[src/rtl/ps2_host_tx_pkg.sv]
// Shared types and constants for the PS/2 host-to-device transmitter.
// Also holds the odd-parity helper used when a command byte is latched.
package ps2_pkg;

    typedef enum logic [2:0] {
        IDLE,
        INHIBIT,
        REQ,
        SEND,
        ACK,
        WAIT_IDLE,
        DONE
    } ps2_tx_state_t;

    localparam logic [7:0] CMD_SET_LEDS = 8'hED;
    localparam logic [7:0] CMD_RESET    = 8'hFF;
    localparam logic [7:0] RSP_ACK      = 8'hFA;
    localparam logic [7:0] RSP_RESEND   = 8'hFE;

    // PS/2 frames carry odd parity: the parity bit makes the total count of ones odd.
    function automatic logic odd_parity(input logic [7:0] data);
        return ~^data;
    endfunction

endpackage

[src/rtl/ps2_host_tx_if.sv]
// Command handshake and completion status between the host logic and the PS/2 transmitter.
interface ps2_host_tx_if;
    logic [7:0] tx_data;
    logic       tx_valid;
    logic       tx_ready;
    logic       busy;
    logic       done;
    logic       err;

    modport master (
        output tx_data,
        output tx_valid,
        input  tx_ready,
        input  busy,
        input  done,
        input  err
    );

    modport slave (
        input  tx_data,
        input  tx_valid,
        output tx_ready,
        output busy,
        output done,
        output err
    );
endinterface

[src/rtl/ps2_host_tx_line_sync.sv]
// Two-flop synchronizer for one open-drain PS/2 pad, plus a falling-edge pulse.
module ps2_line_sync (
    input  logic clk,
    input  logic reset,
    input  logic i_line,
    output logic o_sync,
    output logic o_fall
);
    logic r_meta;
    logic r_sync;
    logic r_prev;

    // Reset to 1 because an idle PS/2 line is pulled high; this avoids a false fall after reset.
    always_ff @(posedge clk) begin
        if (reset) begin
            r_meta <= 1'b1;
            r_sync <= 1'b1;
            r_prev <= 1'b1;
        end else begin
            r_meta <= i_line;
            r_sync <= r_meta;
            r_prev <= r_sync;
        end
    end

    assign o_sync = r_sync;
    assign o_fall = r_prev & ~r_sync;
endmodule

[src/rtl/ps2_host_tx.sv]
// PS/2 host-to-device transmitter: inhibit, request-to-send, shift out a byte on
// device clock falls, then check the device ACK and report done/err.
module ps2_host_tx
    import ps2_pkg::*;
#(
    parameter int CLK_HZ         = 50_000_000,
    parameter int INHIBIT_CYCLES = 5000,
    parameter int TIMEOUT_CYCLES = 750_000
) (
    input  logic          clk,
    input  logic          reset,
    ps2_host_tx_if.slave  tx,
    input  logic          ps2_clk_in,
    input  logic          ps2_data_in,
    output logic          ps2_clk_oe,
    output logic          ps2_data_oe
);
    localparam int INH_W = $clog2(INHIBIT_CYCLES + 1);
    localparam int TO_W  = $clog2(TIMEOUT_CYCLES + 1);

    if (CLK_HZ <= 0 || INHIBIT_CYCLES < 1 || TIMEOUT_CYCLES < 2) begin : g_badParams
        $error("ps2_host_tx: invalid parameter values");
    end

    logic w_clkSync;
    logic w_clkFall;
    logic w_dataSync;
    logic w_unusedDataFall;

    ps2_line_sync u_clkSync (
        .clk    (clk),
        .reset  (reset),
        .i_line (ps2_clk_in),
        .o_sync (w_clkSync),
        .o_fall (w_clkFall)
    );

    ps2_line_sync u_dataSync (
        .clk    (clk),
        .reset  (reset),
        .i_line (ps2_data_in),
        .o_sync (w_dataSync),
        .o_fall (w_unusedDataFall)
    );

    ps2_tx_state_t    r_state,   w_nextState;
    logic [INH_W-1:0] r_inhCnt,  w_nextInhCnt;
    logic [TO_W-1:0]  r_toCnt,   w_nextToCnt;
    logic [3:0]       r_bitIdx,  w_nextBitIdx;
    logic [7:0]       r_shift,   w_nextShift;
    logic             r_parity,  w_nextParity;
    logic             r_err,     w_nextErr;
    logic             r_clkOe,   w_nextClkOe;
    logic             r_dataOe,  w_nextDataOe;
    logic             r_done,    w_nextDone;
    logic             r_busy;
    logic             r_ready;
    logic             w_timeout;
    logic             w_timedState;

    assign w_timeout    = (r_toCnt == TO_W'(TIMEOUT_CYCLES - 1));
    assign w_timedState = (r_state == SEND) || (r_state == ACK) || (r_state == WAIT_IDLE);

    // Every output is registered; busy/ready are decoded from the next state so they line up with it.
    always_ff @(posedge clk) begin
        if (reset) begin
            r_state  <= IDLE;
            r_inhCnt <= '0;
            r_toCnt  <= '0;
            r_bitIdx <= '0;
            r_shift  <= '0;
            r_parity <= 1'b0;
            r_err    <= 1'b0;
            r_clkOe  <= 1'b0;
            r_dataOe <= 1'b0;
            r_done   <= 1'b0;
            r_busy   <= 1'b0;
            r_ready  <= 1'b1;
        end else begin
            r_state  <= w_nextState;
            r_inhCnt <= w_nextInhCnt;
            r_toCnt  <= w_nextToCnt;
            r_bitIdx <= w_nextBitIdx;
            r_shift  <= w_nextShift;
            r_parity <= w_nextParity;
            r_err    <= w_nextErr;
            r_clkOe  <= w_nextClkOe;
            r_dataOe <= w_nextDataOe;
            r_done   <= w_nextDone;
            r_busy   <= (w_nextState != IDLE);
            r_ready  <= (w_nextState == IDLE);
        end
    end

    always_comb begin
        w_nextState  = r_state;
        w_nextInhCnt = r_inhCnt;
        w_nextToCnt  = r_toCnt;
        w_nextBitIdx = r_bitIdx;
        w_nextShift  = r_shift;
        w_nextParity = r_parity;
        w_nextErr    = r_err;
        w_nextClkOe  = r_clkOe;
        w_nextDataOe = r_dataOe;
        w_nextDone   = 1'b0;

        // A timeout wins over any fall seen in the same cycle.
        if (w_timedState && w_timeout) begin
            w_nextClkOe  = 1'b0;
            w_nextDataOe = 1'b0;
            w_nextErr    = 1'b1;
            w_nextDone   = 1'b1;
            w_nextState  = DONE;
        end else begin
            unique case (r_state)
                IDLE: begin
                    w_nextClkOe  = 1'b0;
                    w_nextDataOe = 1'b0;
                    if (tx.tx_valid && r_ready) begin
                        w_nextShift  = tx.tx_data;
                        w_nextParity = odd_parity(tx.tx_data);
                        w_nextErr    = 1'b0;
                        w_nextInhCnt = '0;
                        w_nextClkOe  = 1'b1;
                        w_nextState  = INHIBIT;
                    end
                end
                INHIBIT: begin
                    if (r_inhCnt == INH_W'(INHIBIT_CYCLES - 1)) begin
                        w_nextDataOe = 1'b1;
                        w_nextState  = REQ;
                    end else begin
                        w_nextInhCnt = r_inhCnt + 1'b1;
                    end
                end
                REQ: begin
                    w_nextClkOe  = 1'b0;
                    w_nextToCnt  = '0;
                    w_nextBitIdx = '0;
                    w_nextState  = SEND;
                end
                SEND: begin
                    w_nextToCnt = r_toCnt + 1'b1;
                    if (w_clkFall) begin
                        if (r_bitIdx < 4'd8) begin
                            w_nextDataOe = ~r_shift[r_bitIdx[2:0]];
                        end else if (r_bitIdx == 4'd8) begin
                            w_nextDataOe = ~r_parity;
                        end else begin
                            w_nextDataOe = 1'b0;
                        end
                        w_nextBitIdx = r_bitIdx + 4'd1;
                        if (r_bitIdx == 4'd9) begin
                            w_nextState = ACK;
                        end
                    end
                end
                ACK: begin
                    w_nextToCnt = r_toCnt + 1'b1;
                    if (w_clkFall) begin
                        w_nextErr   = w_dataSync;
                        w_nextState = WAIT_IDLE;
                    end
                end
                WAIT_IDLE: begin
                    w_nextToCnt = r_toCnt + 1'b1;
                    if (w_clkSync && w_dataSync) begin
                        w_nextDone  = 1'b1;
                        w_nextState = DONE;
                    end
                end
                DONE: begin
                    w_nextState = IDLE;
                end
                default: begin
                    w_nextClkOe  = 1'b0;
                    w_nextDataOe = 1'b0;
                    w_nextState  = IDLE;
                end
            endcase
        end
    end

    assign ps2_clk_oe  = r_clkOe;
    assign ps2_data_oe = r_dataOe;
    assign tx.tx_ready = r_ready;
    assign tx.busy     = r_busy;
    assign tx.done     = r_done;
    assign tx.err      = r_err;
endmodule

[src/flat_wrapper.sv]
// flat-port wrapper written by rule: the top's interface ports become plain ports
module ps2_host_tx_flat import ps2_pkg::*;
#(
    parameter int CLK_HZ         = 50_000_000,
    parameter int INHIBIT_CYCLES = 5000,
    parameter int TIMEOUT_CYCLES = 750_000
)
  (clk, reset, ps2_clk_in, ps2_data_in, ps2_clk_oe, ps2_data_oe, tx_tx_data, tx_tx_valid, tx_tx_ready, tx_busy, tx_done, tx_err);
  ps2_host_tx_if tx_i ();
  input  logic clk;
  input  logic reset;
  input  logic ps2_clk_in;
  input  logic ps2_data_in;
  output logic ps2_clk_oe;
  output logic ps2_data_oe;
  input wire logic [$bits(tx_i.tx_data)-1:0] tx_tx_data;
  input wire logic [$bits(tx_i.tx_valid)-1:0] tx_tx_valid;
  output wire logic [$bits(tx_i.tx_ready)-1:0] tx_tx_ready;
  output wire logic [$bits(tx_i.busy)-1:0] tx_busy;
  output wire logic [$bits(tx_i.done)-1:0] tx_done;
  output wire logic [$bits(tx_i.err)-1:0] tx_err;
  assign tx_i.tx_data = tx_tx_data;
  assign tx_i.tx_valid = tx_tx_valid;
  assign tx_tx_ready = tx_i.tx_ready;
  assign tx_busy = tx_i.busy;
  assign tx_done = tx_i.done;
  assign tx_err = tx_i.err;
  ps2_host_tx #(.CLK_HZ(CLK_HZ), .INHIBIT_CYCLES(INHIBIT_CYCLES), .TIMEOUT_CYCLES(TIMEOUT_CYCLES)) u_core (.clk(clk), .reset(reset), .tx(tx_i), .ps2_clk_in(ps2_clk_in), .ps2_data_in(ps2_data_in), .ps2_clk_oe(ps2_clk_oe), .ps2_data_oe(ps2_data_oe));
endmodule
[config.mk]
export PLATFORM = sky130hd
export DESIGN_NAME = ps2_host_tx_flat
export DESIGN_NICKNAME = d
export VERILOG_FILES = /design/src/rtl/ps2_host_tx_pkg.sv /design/src/rtl/ps2_host_tx_if.sv /design/src/rtl/ps2_host_tx_line_sync.sv /design/src/rtl/ps2_host_tx.sv /design/src/flat_wrapper.sv
export SDC_FILE = /design/constraint.sdc
export NUM_CORES = 1
export LEC_CHECK = 0
export CAP_MARGIN = 5
export CORE_MARGIN = 2
export CORE_UTILIZATION = 25
export DETAILED_ROUTE_END_ITERATION = 8
export PLACE_DENSITY = 0.44
export SLEW_MARGIN = 20
export SYNTH_ARGS = -nofsm -noshare
export SYNTH_HDL_FRONTEND = slang
export SYNTH_HIERARCHICAL = 1
export SYNTH_SLANG_ARGS = --single-unit
[constraint.sdc]
create_clock -name clk -period 2.52 [get_ports clk]
set_clock_uncertainty 0.1 [all_clocks]
set_input_delay 0.378 -clock clk [delete_from_list [all_inputs] [get_ports clk]]
set_output_delay 0.378 -clock clk [all_outputs]
set_load 0.05 [all_outputs]
==> metrics.md, run 1 <==
| Metric | Value |
|---|---|
| Core area | 0.0115 sq mm |
| Crit path max-delay family | simple AND/OR/NAND/NOR gates |
| Clock-pin slew on the worst setup and hold paths | 0.05 ns |
| Hold_buf cts | 0 |
| Worst-margin pin slew | 0.506 ns |
| Layout Nets | 394 |
| CP max-delay cell | or4_4 |
| Post-synthesis cell count | 350 |
| Root cell of the clock tree | clkbuf_16 |
| Cts bufs inserted | 9 |
| WL per Instance | 13.4 microns |
| Setup crit end kind | flip-flop |
| Final Hold Fails | 0 |
| Fmax | roughly 440 MHz |
| DRC Markers | 0 |
| Synth Net Count | between 300 and 400 |
| Die X | 113 microns |
| Syn. warnings | 6 |
| RePlAce Congestion | around 0.76 |
| Port-buffer cells | 18 |
| Via count | 2566 |
| Period minus WS final | about 2.3 ns |
| CP Launch Type | flip-flop |
| MaxCap Viol Count | 0 |
| Setup Fix Bufs, Post-CTS | 0 |
| Peak VDD IR | 297 uV |
| Max_slew headroom | 0.662 |
| Diode count | 0 |
| I/O pins | 19 |
| Kind of critical path | reg -> reg |
| Worst-Skew Late Latency | 0.32 ns |
| Largest net degree at the start of global routing | 22 |
| H-tree levels | 3 |
| Final Slew Violations | 0 |
| Detail Route Antenna Nets | 0 |
| P per Cell Area | about 630 mW/mm^2 |
| Initial Util | 0.258 |
| RR Startpoint | u_core/r_toCnt[0]$_SDFFE_PP0P_ |
| Place WS | 0.227 ns |
| Vias in the first global route | 2616 |
| P_leak | 0.00127 uW |
| Max clock buf depth | 2 |
| Hpwl dp | 5020 microns |
| Post-CTS sizing | 0 |
| Total wire length | between 6000 and 7000 microns |
| Final setup viols | 0 |
| Sum Neg Setup Slack | 0 ns |
| Worst-path maximum fanout | 20 |
| Critical Path AT | 2.39 ns |
| Layout cells sized above 1 | 0.0868 |
| Clock sink total | 60 |
| Synth Cell Area | 0.00297 sq mm |
| Cell Chain, Critical Path | ha_1 -> nand3_1 -> or4_4 -> o2111ai_1 -> buf_4 -> or3_1 -> a21oi_1 |
| Vias per inst | just under 5 |
| Tcrit/Tclk final | 0.908 |
| CTS tree | yes |
| CP bufs+invs | 1 |
| # fillers | 1243 |
| Worst Hold Launch | u_core/u_dataSync/r_meta$_SDFF_PP1_ |
| CP startpoint | u_core/r_toCnt[0]$_SDFFE_PP0P_ |
| Critical Path RT | 2.62 ns |
| Gr usage total | 0.122 |
| Drt pass-1 iters | 4 |
| Initial antenna violation count | 0 |
| Worst Hold Class | reg -> reg |
| Row count | 39 |
| Min setup slack post-route | about 0.23 ns |
| DIE HEIGHT | between 100 and 150 microns |
| Gr ovfl total | 0 |
| First-pass GRT wire length | roughly 13000 microns |
| RSZ-0062 raised after global routing | no |
| Outcome | finished clean |
| Synthesis-to-layout area growth | 21.8% |
| CP max stage delay | 0.66 ns |
| Iteration-0 DRC count of the detailed router | 133 |
| Die Footprint | approximately 0.013 sq mm |
| Syn avg cell area | between 8 and 9 sq um |
[worst register-to-register path, stage by stage (launching register included)]
cell and delay, ns:
dfxtp_1 0.38, ha_1 0.23, nand3_1 0.13, or4_4 0.66
o2111ai_1 0.23, buf_4 0.25, or3_1 0.14, a21oi_1 0.06
[final cells by class]
cell class / count / area, sq um / share of cell area
Clock buffer: 13 / 260 / 0.0720
Timing Repair Buffer: 31 / 278 / 0.0768
Clock inverter: 2 / 10.0 / 0.00277
Inverter: 10 / 37.5 / 0.0104
Tap cell: 143 / 179 / 0.0495
Multi-Input combinational cell: 264 / 1650 / 0.456
Sequential cell: 60 / 1200 / 0.332
[worst paths after layout]
kind / slack (ns) / to / cells after the start
max: 0.23 / u_core/r_toCnt[11]$_SDFFE_PP0P_ / 7
min: 0.30 / u_core/u_dataSync/o_sync$_SDFF_PP1_ / 1
max reg2reg: 0.23 / u_core/r_toCnt[11]$_SDFFE_PP0P_ / 7
min reg2reg: 0.30 / u_core/u_dataSync/o_sync$_SDFF_PP1_ / 1
[layer usage]
metal | share of wire | global-route usage | routed length [microns] | up-vias
li1 | - | - | - | 1316
met1 | 0.50 | 0.159 | 3480 | 1209
met2 | 0.46 | 0.196 | 3190 | 34
met3 | 0.034 | 0.0386 | 238 | 7
met4 | 0.011 | 0.0341 | 80 | 0
met5 | 0 | 0 | 0 | -
[through the flow]
stage	cells	util	hold slack [ns]	area (sq um)	total power [uW]
CTS	523	0.314	0.310	3620	2330
detailed placement	508	0.291	0.296	3350	1210
finish	523	0.314	0.304	3620	2290
global route	523	0.314	0.318	3620	2400
global placement	508	0.291	0.291	3350	1210
floorplan	350	-	0.285	2970	1130
[flip-flops by register name, indices dropped and copies added (netlist names), 3 cells and up]
name	cells
u_core/r_bitIdx	4
u_core/r_inhCnt	13
u_core/r_shift	8
u_core/r_state	3
u_core/r_toCnt	20
[cell usage in the layout, fill, tap and decap left out, types with 5 or more instances in the layout]
cell type / instances
or3_1: 15
xor2_1: 15
and3_1: 7
o21ai_1: 11
buf_4: 13
nand4_1: 8
inv_1: 10
or2_1: 5
clkbuf_16: 9
nand3_1: 16
nor2_1: 30
clkdlybuf4s50_1: 18
ha_1: 5
dfxtp_1: 60
o21ai_0: 15
nor2b_1: 6
o2111ai_1: 9
o211ai_1: 9
a21oi_1: 30
nand2_1: 33
xnor2_1: 11
[report_power, final]
part | switching (uW) | total [uW] | leakage, uW | internal [uW]
logic | 115 | 193 | 0.000647 | 78.3
clock network | 392 | 1100 | 0.000135 | 709
registers | 15.6 | 992 | 0.000487 | 977
total | 522 | 2290 | 0.00127 | 1760
(Power assumes the default switching activity.)
==> inputs of run 2 (changes only) <==
ABC_AREA = 1   (was unset)
==> run 2 against run 1 <==
Sequential power grew 0.4%. Critical path depth rose by 2. Highest routed layer unchanged. Synthesized cell count is 48% higher. Largest power group unchanged.
==> metrics.md, run 2 <==
| Metric | Value |
|---|---|
| Outcome | finished clean |
| Vias per inst | 4.45 |
| DRC Markers | 0 |
| Hold Slack | 0.301 ns |
| Layout Nets | 557 |
| Hold_buf cts | 0 |
| # fillers | 1451 |
| Worst Hold Class | reg -> reg |
| MaxCap Viol Count | 0 |
| CP Launch Type | flip-flop |
| Syn. warnings | 6 |
| Commonest cells after routing, fill and taps aside | nand2_1, nor2_1, dfxtp_1, inv_1, nand3_1 |
| Setup crit end kind | flip-flop |
| CP max stage delay | 0.38 ns |
| Largest net degree at the start of global routing | 28 |
| Iteration-0 DRC count of the detailed router | 174 |
| Final Slew Violations | 0 |
| Sum Neg Setup Slack | 0 ns |
| Fin cells | 719 |
| Clock sink total | 60 |
| Cell Chain, Critical Path | ha_1 -> nand2_1 -> nor3_1 -> nand3_1 -> a21oi_1 -> buf_4 -> o21ai_1 -> nand2_1 -> nor2_1 |
| Kind of critical path | reg -> reg |
| Final setup viols | 0 |
| First-pass GRT wire length | 14600 microns |
| CP max-delay cell | dfxtp_1 |
| Placed Cells | a little over 700 |
| CTS tree | yes |
| Total wire length | 8430 microns |
| Synthesis-to-layout area growth | 19.8% |
| WL per Instance | 11.7 microns |
| RSZ-0062 raised after global routing | no |
| Die Footprint | 0.0144 sq mm |
| Leading cell type in the layout, fill and taps excluded | nand2_1 |
| Worst-margin pin slew | 0.509 ns |
| P per Cell Area | 617 mW/mm^2 |
| Cts bufs inserted | 9 |
| Largest reg by FF count | u_core/r_toCnt |
| Initial antenna violation count | 0 |
| Period minus WS final | 2.02 ns |
| Tcrit/Tclk final | 0.800 |
| Final Hold Fails | 0 |
| CP bufs+invs | 1 |
| Max_slew headroom | 0.660 |
| Gr ovfl total | 0 |
| Row count | 42 |
| Worst-path maximum fanout | 7 |
| P_leak | 0.00153 uW |
| Post-CTS sizing | 0 |
| I/O pins | 19 |
| Die X | approximately 120 microns |
| Max reg flops | 20 |
| Post-synthesis cell count | 517 |
| Root cell of the clock tree | clkbuf_16 |
| Drt pass-1 iters | 5 |
| Fmax | 496 MHz |
| Vias in the first global route | 3005 |
| Via count | 3203 |
| Port-buffer cells | 18 |
| Syn avg cell area | 6.51 sq um |
| Worst-Skew Late Latency | 0.33 ns |
| Synth Net Count | ~540 |
| H-tree levels | 3 |
| Setup Fix Bufs, Post-CTS | 0 |
| Core area | 0.0132 sq mm |
| Synth Cell Area | 0.00336 sq mm |
| Max clock buf depth | 2 |
| Detail Route Antenna Nets | 0 |
| Critical Path AT | 2.14 ns |
| Layout cells sized above 1 | 0.0866 |
| Clock-pin slew on the worst setup and hold paths | about 0.050 ns |
| Hpwl dp | around 6300 microns |
| CP most frequent cell | nand2_1 |
| Crit path max-delay family | simple AND/OR/NAND/NOR gates |
| DIE HEIGHT | 120 microns |
| Critical Path RT | 2.64 ns |
| RePlAce Congestion | 0.819 |
| Initial Util | 0.255 |
| Largest registers | u_core/r_toCnt: 20 flops, u_core/r_inhCnt: 13 flops, u_core/r_shift: 8 flops |
| Gr usage total | 0.126 |
| Peak VDD IR | 241 uV |
| Diode count | 0 |
## run 2: layer usage
metal,track usage,part of all wire
met4,0.0559,0.017
met3,0.0257,0.025
met5,0,0
met1,0.165,0.51
met2,0.199,0.45
## run 2: tightest hold or removal path: cells and delay by family (launching register included)
kind                   cells  cell delay [ns]
flip-flops                 1             0.30
AND/OR/NAND/NOR            1             0.04
buffers and inverters      1             0.03
## run 2: cell type report
cell class	instances	area [sq um]	share of cell area
clock buffer	10	229	0.0568
clock inverter	5	77.6	0.0192
inverter	57	216	0.0537
multi-input combinational	388	1870	0.464
sequential	60	1200	0.298
tap	176	220	0.0546
timing repair buffer	23	218	0.0540
## run 2: power breakdown
group / total (uW) / switching [uW] / internal (uW)
clock network: 1280 / 423 / 855
registers: 996 / 18.5 / 978
logic: 211 / 130 / 80.9
## run 2: path summary, 6_finish.rpt
path              cells past startpoint  slack, ns                                 end                               start
setup / recovery                      9       0.50     u_core/r_inhCnt[7]$_SDFFE_PP0P_     u_core/r_inhCnt[0]$_SDFFE_PP0P_
hold / removal                        2       0.30  u_core/u_clkSync/o_sync$_SDFF_PP1_  u_core/u_clkSync/r_meta$_SDFF_PP1_
setup reg to reg                      9       0.50     u_core/r_inhCnt[7]$_SDFFE_PP0P_     u_core/r_inhCnt[0]$_SDFFE_PP0P_
hold reg to reg                       2       0.30  u_core/u_clkSync/o_sync$_SDFF_PP1_  u_core/u_clkSync/r_meta$_SDFF_PP1_
## run 2: per-stage QoR
step / power [uW] / utilization / instance area (sq um) / setup slack [ns]
6_report: 2490 / 0.306 / 4030 / 0.503
5_1_grt: 2590 / 0.306 / 4030 / 0.251
4_1_cts: 2520 / 0.306 / 4030 / 0.507
3_5_place_dp: 1230 / 0.282 / 3720 / 0.531
3_3_place_gp: 1230 / 0.282 / 3720 / 0.588
2_1_floorplan: 1160 / - / 3360 / 0.781
==> RTL change (config.mk and constraints of run 1) <==
`TIMEOUT_CYCLES` is set to 750_000 in 2 places; all go to 1_500_000.
--- a/src/rtl/ps2_host_tx.sv
+++ b/src/rtl/ps2_host_tx.sv
@@ -7,3 +7,3 @@
     parameter int INHIBIT_CYCLES = 5000,
-    parameter int TIMEOUT_CYCLES = 750_000
+    parameter int TIMEOUT_CYCLES = 1_500_000
 ) (
--- a/src/flat_wrapper.sv
+++ b/src/flat_wrapper.sv
@@ -5,3 +5,3 @@
     parameter int INHIBIT_CYCLES = 5000,
-    parameter int TIMEOUT_CYCLES = 750_000
+    parameter int TIMEOUT_CYCLES = 1_500_000
 )
Function: no difference found for any inputs over 10 cycles, from zero or initial values and one cycle with reset high; that may be too few to reach the edited logic, so the function may still have changed.
==> RTL change against run 1 <==
Power grew 4.3%; synthesized area grew 1.1%; cell area grew 2.0%; die area grew 1.1%; clock power grew 9%; routed wire length shrank 5.0%; sequential cell count grew 1; worst setup slack gained 0.16 ns; critical endpoint is now u_core/r_toCnt[15]; largest cell class unchanged; highest routed layer unchanged.
==> RTL change: results (changes against run 1) <==
Clock Pin Slew Worst Setup and Hold Paths=~0.060 ns; hpwl dp=4760 um (-5.3%); pre-CTS setup slack=0.257 ns (+0.0305 ns); routability cong.=0.754 (-0.58%); crit-path max FO=11 (-45%); Ant. Diodes=0 (unchanged); first-pass GRT wire length=11,300 um (-10%); # port buffers=18 (unchanged); Sw Ratio=0.231 (+0.00280); Layout Nets=392 (-0.51%); vias per cell=4.60 (-6.2%); NetSw=0.551 mW (+5.6%); Cell Count Post-Placement=510 (+0.39%); Min-Delay Path Class=reg2reg; Slowest cell on crit path=o21a_1; highest-power group=the clock network; GRT Total Usage=0.110 (-0.0122); syn nets=364 (-1.1%); Starting DRT DRC Count=156 (+17%); post-DR wirelength/cell=12.6 um (-5.5%); worst stage delay on the critical path=0.39 ns (-0.27 ns); design area=0.00369 mm^2 (+2.0%); crit start category=register; Clk network pwr share=0.502 (+0.020); final std cells w/o fill=526 (+0.57%); CTS Buffer Depth=2 (unchanged); Synthesis Warnings=6 (unchanged); Layout fillers=1,250 (+0.56%); gr ovfl total=0 (unchanged); placed cell area=0.00339 mm^2 (+1.5%); Rel. slew slack=0.569 (-0.0931); clk_lat worst skew=0.32 ns (about the same); total CTS buffers=9 (unchanged); delay-heaviest family, CP=simple AND/OR/NAND/NOR gates; post-cts gate resize count=0 (unchanged); share of cells above drive strength 1=0.106 (+0.0187); Seq pwr share=0.421 (-0.013); vias in the first global route=2,373 (-9.3%); Synth Area per Inst=8.68 um^2 (+2.3%); drt pass-1 iters=4 (unchanged); Top Registers=u_core/r_toCnt (21), u_core/r_inhCnt (13), u_core/r_shift (8); outcome=finished clean; largest net degree at the start of global routing=26 (+18%); max_cap viols=0 (unchanged); LEAKAGE=1.26 nW (-0.86%); Worst VDD drop=0.347 mV (+17%)
## RTL change: final cells by class
type / instances / share of cell area
repair buffers: 29 / 0.0713
clock buffers: 10 / 0.0621
well taps: 147 / 0.0499
multi-input cells: 267 / 0.462
inverters: 6 / 0.00611
clock inverters: 6 / 0.0173
flip-flops and latches: 61 / 0.331
## RTL change: layer usage
metal / share of wire / track usage
met5: 0 / 0
met4: 0.017 / 0.0415
met3: 0.035 / 0.0340
met2: 0.42 / 0.164
met1: 0.53 / 0.149
## RTL change: final timing paths
kind / end / cells after the start / slack (ns) / startpoint
max reg2reg: u_core/r_toCnt[15] / 7 / 0.39 / u_core/r_toCnt[0]
min: u_core/u_dataSync/o_sync / 1 / 0.31 / u_core/u_dataSync/r_meta
min reg2reg: u_core/u_dataSync/o_sync / 1 / 0.31 / u_core/u_dataSync/r_meta
max: u_core/r_toCnt[15] / 7 / 0.39 / u_core/r_toCnt[0]
